[src/rtl/seq_mult_pkg.sv]
// Shared definitions for the sequential shift-add multiplier.
//   mult_state_t : controller state encoding
//   cnt_width()  : bits needed to count 0..width partial-product steps
package seq_mult_pkg;

   typedef enum logic [1:0] {IDLE, CALC, DONE} mult_state_t;

   function automatic int unsigned cnt_width(input int unsigned width);
      return $clog2(width + 1);
   endfunction

endpackage

[src/rtl/mult_sign_unit.sv]
// Combinational sign handling for seq_multiplier.
//   a, b       : raw operands
//   is_signed  : operands are two's complement
//   mag_a/b    : unsigned magnitudes (raw operands in unsigned mode)
//   value      : unsigned 2*WIDTH-bit product magnitude
//   negate     : apply two's-complement negation to value
//   result     : signed-corrected product
module mult_sign_unit
   import seq_mult_pkg::*;
#(
   parameter int unsigned WIDTH = 8
) (
   input  logic [WIDTH-1:0]   a,
   input  logic [WIDTH-1:0]   b,
   input  logic               is_signed,
   output logic [WIDTH-1:0]   mag_a,
   output logic [WIDTH-1:0]   mag_b,
   input  logic [2*WIDTH-1:0] value,
   input  logic               negate,
   output logic [2*WIDTH-1:0] result
);

   // -(-2^(WIDTH-1)) wraps to 2^(WIDTH-1), which is the correct unsigned magnitude.
   assign mag_a  = (is_signed && a[WIDTH-1]) ? -a : a;
   assign mag_b  = (is_signed && b[WIDTH-1]) ? -b : b;
   assign result = negate ? -value : value;

endmodule

[src/rtl/seq_multiplier.sv]
// Iterative shift-add multiplier, one partial product per clock, full 2*WIDTH-bit result.
//   clk, rst_n           : clock, synchronous active-low reset
//   in_valid / in_ready  : operand handshake (a, b, is_signed sampled on acceptance)
//   out_valid / out_ready: product handshake
//   product              : result, held until the next completion
//   busy                 : operation in CALC or DONE
module seq_multiplier
   import seq_mult_pkg::*;
#(
   parameter int unsigned WIDTH = 8
) (
   input  logic               clk,
   input  logic               rst_n,
   input  logic               in_valid,
   output logic               in_ready,
   input  logic [WIDTH-1:0]   a,
   input  logic [WIDTH-1:0]   b,
   input  logic               is_signed,
   output logic               out_valid,
   input  logic               out_ready,
   output logic [2*WIDTH-1:0] product,
   output logic               busy
);

   localparam int unsigned CntW = cnt_width(WIDTH);
   localparam int unsigned PW   = 2 * WIDTH;

   mult_state_t       state_q, state_d;
   logic [PW:0]       acc_q, acc_d;
   logic [WIDTH-1:0]  mcand_q, mcand_d;
   logic [WIDTH-1:0]  mplier_q, mplier_d;
   logic [CntW-1:0]   cnt_q, cnt_d;
   logic              neg_q, neg_d;
   logic [PW-1:0]     product_q, product_d;

   logic [WIDTH-1:0]  mag_a, mag_b;
   logic [PW-1:0]     signed_res;
   logic [WIDTH:0]    upper_sum;
   logic [PW:0]       acc_step;
   logic              last_step;
   logic              accept;
   logic              unused_acc_lsb;

   mult_sign_unit #(
      .WIDTH (WIDTH)
   ) u_sign (
      .a         (a),
      .b         (b),
      .is_signed (is_signed),
      .mag_a     (mag_a),
      .mag_b     (mag_b),
      .value     (acc_step[PW-1:0]),
      .negate    (neg_q),
      .result    (signed_res)
   );

   // One shift-add step: add multiplicand into the upper half, then shift right.
   assign upper_sum = acc_q[PW:WIDTH] + (mplier_q[0] ? {1'b0, mcand_q} : '0);
   assign acc_step  = {1'b0, upper_sum, acc_q[WIDTH-1:1]};
   assign last_step = (cnt_q == CntW'(WIDTH - 1));
   assign accept    = in_valid && (state_q == IDLE);
   // Bit 0 is always shifted out before the product is taken.
   assign unused_acc_lsb = acc_q[0];

   // State register
   always_ff @(posedge clk) begin
      if (!rst_n) begin
         state_q <= IDLE;
      end else begin
         state_q <= state_d;
      end
   end

   // Next-state logic
   always_comb begin
      state_d = state_q;
      unique case (state_q)
         IDLE:    if (in_valid) state_d = CALC;
         CALC:    if (last_step) state_d = DONE;
         DONE:    if (out_ready) state_d = IDLE;
         default: state_d = IDLE;
      endcase
   end

   // Outputs
   always_comb begin
      in_ready  = (state_q == IDLE);
      out_valid = (state_q == DONE);
      busy      = (state_q == CALC) || (state_q == DONE);
      product   = product_q;
   end

   // Datapath next-state
   always_comb begin
      acc_d     = acc_q;
      mcand_d   = mcand_q;
      mplier_d  = mplier_q;
      cnt_d     = cnt_q;
      neg_d     = neg_q;
      product_d = product_q;
      if (accept) begin
         acc_d    = '0;
         mcand_d  = mag_a;
         mplier_d = mag_b;
         cnt_d    = '0;
         neg_d    = is_signed & (a[WIDTH-1] ^ b[WIDTH-1]);
      end else if (state_q == CALC) begin
         acc_d    = acc_step;
         mplier_d = mplier_q >> 1;
         cnt_d    = cnt_q + CntW'(1);
         if (last_step) product_d = signed_res;
      end
   end

   // Datapath registers
   always_ff @(posedge clk) begin
      if (!rst_n) begin
         acc_q     <= '0;
         mcand_q   <= '0;
         mplier_q  <= '0;
         cnt_q     <= '0;
         neg_q     <= 1'b0;
         product_q <= '0;
      end else begin
         acc_q     <= acc_d;
         mcand_q   <= mcand_d;
         mplier_q  <= mplier_d;
         cnt_q     <= cnt_d;
         neg_q     <= neg_d;
         product_q <= product_d;
      end
   end

endmodule

[config.mk]
export PLATFORM = sky130hd
export DESIGN_NAME = seq_multiplier
export DESIGN_NICKNAME = d
export VERILOG_FILES = /design/src/rtl/seq_mult_pkg.sv /design/src/rtl/mult_sign_unit.sv /design/src/rtl/seq_multiplier.sv
export SDC_FILE = /design/constraint.sdc
export NUM_CORES = 1
export LEC_CHECK = 0
export ABC_AREA = 1
export CAP_MARGIN = 10
export CORE_MARGIN = 1
export CORE_UTILIZATION = 57
export CTS_CLUSTER_DIAMETER = 200
export DETAILED_ROUTE_END_ITERATION = 6
export PLACE_DENSITY = 0.81
export RECOVER_POWER = 25
export SYNTH_ARGS = -nofsm -noshare
export SYNTH_HDL_FRONTEND = slang
export SYNTH_HIERARCHICAL = 1
export SYNTH_SLANG_ARGS = --single-unit
[constraint.sdc]
create_clock -name clk -period 3.2 [get_ports clk]
set_clock_uncertainty 0.15 [all_clocks]
set_input_delay 0.64 -clock clk [delete_from_list [all_inputs] [get_ports clk]]
set_output_delay 0.64 -clock clk [all_outputs]
set_load 0.01 [all_outputs]
==> impl_metrics.py <==
metrics = {
    "final_layout": {
        "multi_input_area_um2": 1940,
        "syn_to_final_growth_pct": 13.3,
        "final_cells": 626,
        "utilization_pct": 68.8,
        "drive_gt1_share_pct": 7.76,
        "n_antenna_cell": 0,
        "fillers": 504,
        "fin_nets": 592,
        "seq_area_um2": 1080,
    },
    "timing": {
        "final.min_clock_period_ns": 2.66,
        "rsz0062_at_grt": "no",
        "finalSetupViolCount": 0,
        "fmax_mhz": 376,
        "hold_violations": 0,
        "finalCritPeriodShare_pct": 83.1,
        "tns_ns": 0,
        "slew_violations": 0,
        "tightest_slew_ns": 1.05,
        "slew_headroom_pct": 29.8,
    },
    "setup_path": {
        "startpoint": "in_valid",
        "crit_buf_inv": 4,
        "path_cells": "dlygate4sd3_1 > nand2_1 > inv_1 > nor2_1 > inv_2 > nor2_1 > o21ai_0 > inv_1",
        "cp.required_ns": 3.31,
        "r2r-start": "mplier_q[0]$_SDFFE_PN0P_",
        "max_stage_delay_ns": 0.55,
        "crit_fanout": 18,
        "cpMaxStageDelayCell": "dlygate4sd3_1",
        "crit_family": "buffers and inverters",
        "crit_arrival_ns": 2.77,
        "cp-start-kind": "input port",
        "cp-end-kind": "flip-flop",
        "critPathKind": "in2reg",
    },
    "logic_synthesis": {
        "synth_edf_count": 0,
        "synth_top_cell_by_area": "dfxtp_1",
        "synth_nets": 561,
        "syn_inst": 522,
        "synth_common_cells": "nand2_1 (119), nor2_1 (74), inv_1 (66), dfxtp_1 (54), o21ai_0 (36)",
        "async_flop_share_pct": 0,
        "synth_flop_cell": "dfxtp_1",
        "synth_seq_cells": 54,
        "yosysMostFrequentCell": "nand2_1",
        "synth_area_leaders": "dfxtp_1 (31%), nand2_1 (13%), nor2_1 (8.1%), inv_1 (7.2%), ha_1 (6.2%)",
        "syn_avg_cell_area_um2": 6.61,
        "netlist.area_leader.share_pct": 31.3,
        "synth_warnings": 6,
        "syn_area_um2": 3450,
        "ys_types": 36,
        "yosysSeqAreaShare_pct": 31.3,
    },
    "clock_tree": {
        "cts.sinks": 54,
        "cts.path.max_buffers": 2,
        "clock-root-buffer": "clkbuf_8",
        "postCtsSetupRepairBufs": 0,
        "path_clk_slew_ns": 0.10,
        "numCtsBuffers": 5,
        "htreeDepth": 2,
        "hold_buffers": 0,
        "worstSkewPairLatency_ns": 0.31,
        "cts_resized": 0,
        "tritoncts": "yes",
    },
    "placement": {
        "dp_hpwl_um": 5060,
        "placed_cells": 618,
        "gp_congestion": 0.870,
        "io_buffers": 39,
    },
    "power": {
        "comb_power_share_pct": 43.6,
        "netSwitchingPower_mw": 0.892,
        "ir_drop_uv": 246,
        "swShare_pct": 41.6,
        "p_per_area_nw_per_um2": 549,
        "power_frac_seq_pct": 38.4,
        "p_leak_nw": 2.04,
        "pwr-share-clk_pct": 18.0,
        "p_int_mw": 1.25,
    },
    "floorplan": {
        "die-area_um2": 6360,
        "start_util_pct": 60.8,
        "fp-row-count": 27,
        "fp.dieW_um": 79.8,
        "ios": 40,
        "die_height_um": 79.8,
        "core_area_um2": 5680,
    },
    "drt": {
        "vias_per_cell": 5.03,
        "wl_um": 6550,
        "drt_iter0_drc": 143,
        "wl_per_cell_um": 10.5,
        "first_pass_iters": 4,
        "drc_errors": 0,
        "postRouteAntennaNets": 0,
        "vias": 3146,
    },
    "grt": {
        "grt_usage_pct": 22.7,
        "grt_pass1_wl_um": 11600,
        "grt_pass1_vias": 2827,
        "grt_max_degree": 35,
        "antenna_found_initial": 0,
        "grt_overflow": 0,
    },
    "flow_run": {
        "max_cap_violations": 0,
    },
    "outcome": {
        "outcome": "finished clean",
    },
    "min_path": {
        "hold_class": "reg2reg",
        "worstHoldStart": "acc_q[1]$_SDFFE_PP0N_",
    },
}
cell usage in the layout (no fill, tap or decap), drive strengths merged, types with 2 or more instances in the layout:
master,n
xor2,17
dfxtp,54
nor2,92
a21oi,18
nand2,123
xnor2,2
nand4,5
inv,76
clkbuf,6
nand3b,6
clkinv,6
ha,17
o21ai,49
nand3,31
clkdlybuf4s50,34
dlygate4sd3,5
a31oi,2
a21boi,2
metal layers:
metal	routed length, µm	up-vias	track usage [%]
met3	240	7	4.11
met2	3210	70	41.5
met1	3000	1381	26.5
met5	0	-	0
met4	97	0	7.32
li1	-	1688	-
final timing paths:
check,endpoint,slack (ns),cells past startpoint
hold reg to reg,acc_q[1]$_SDFFE_PP0N_,0.33,2
setup / recovery,acc_q[11]$_SDFFE_PP0N_,0.54,8
hold / removal,acc_q[1]$_SDFFE_PP0N_,0.33,2
setup reg to reg,product[15]$_SDFFE_PN0P_,0.61,17
kinds of logic (layout without fill, tap and decap cells):
logic type / after synthesis / count (layout) / share of synthesized area, %
buffers and inverters: 97 / 129 / 12.0
adder cells (fa/ha/maj): 18 / 18 / 6.75
XOR/XNOR: 19 / 19 / 4.83
flip-flops: 54 / 54 / 31.3
AND/OR/NAND/NOR: 260 / 260 / 33.5
AO/OA/AOI/OAI: 74 / 74 / 11.5
stage by stage:
step                      hold WS (ns)  setup slack [ns]  power, mW  instance area [µm²]
after detailed placement         0.319             0.637       1.78                 3830
after global placement           0.314             0.736       1.74                 3830
after floorplan                  0.292             0.787       1.56                 3450
final                            0.332             0.540       2.15                 3910
after global routing             0.357             0.217       2.34                 3910
after CTS                        0.336             0.625       2.17                 3920
worst reg2reg max path, stage by stage (launching register included):
cell	delay (ns)
dfxtp_1	0.40
nand2_1	0.09
inv_1	0.04
ha_1	0.21
fa_1	0.41
nand2_1	0.08
nand3_1	0.10
nand2_1	0.09
xor2_1	0.30
nor2_2	0.09
nand3_1	0.09
nor2_1	0.05
nand2_1	0.08
nand2_1	0.05
nand2_1	0.08
nand2_1	0.06
nor2_2	0.09
nor2_1	0.04
power groups by stage:
stage	clock (mW)	combinational (mW)	sequential, mW
after global placement	0	0.906	0.837
after floorplan	0	0.745	0.818
after global routing	0.428	1.07	0.838
final	0.387	0.936	0.824
after detailed placement	0	0.940	0.839
after CTS	0.399	0.944	0.824
sequential cells by signal, indices dropped and copies added (netlist names):
register,flops
state_q,2
mcand_q,8
product,16
neg_q,1
acc_q,15
cnt_q,4
mplier_q,8
layout make-up:
type	count	area share, %
clock buffers	5	1.76
repair buffers	41	10.3
flip-flops and latches	54	27.7
clock inverters	3	0.544
multi-input cells	371	49.7
well taps	72	2.31
inverters	80	7.75
(Power assumes the default switching activity.)
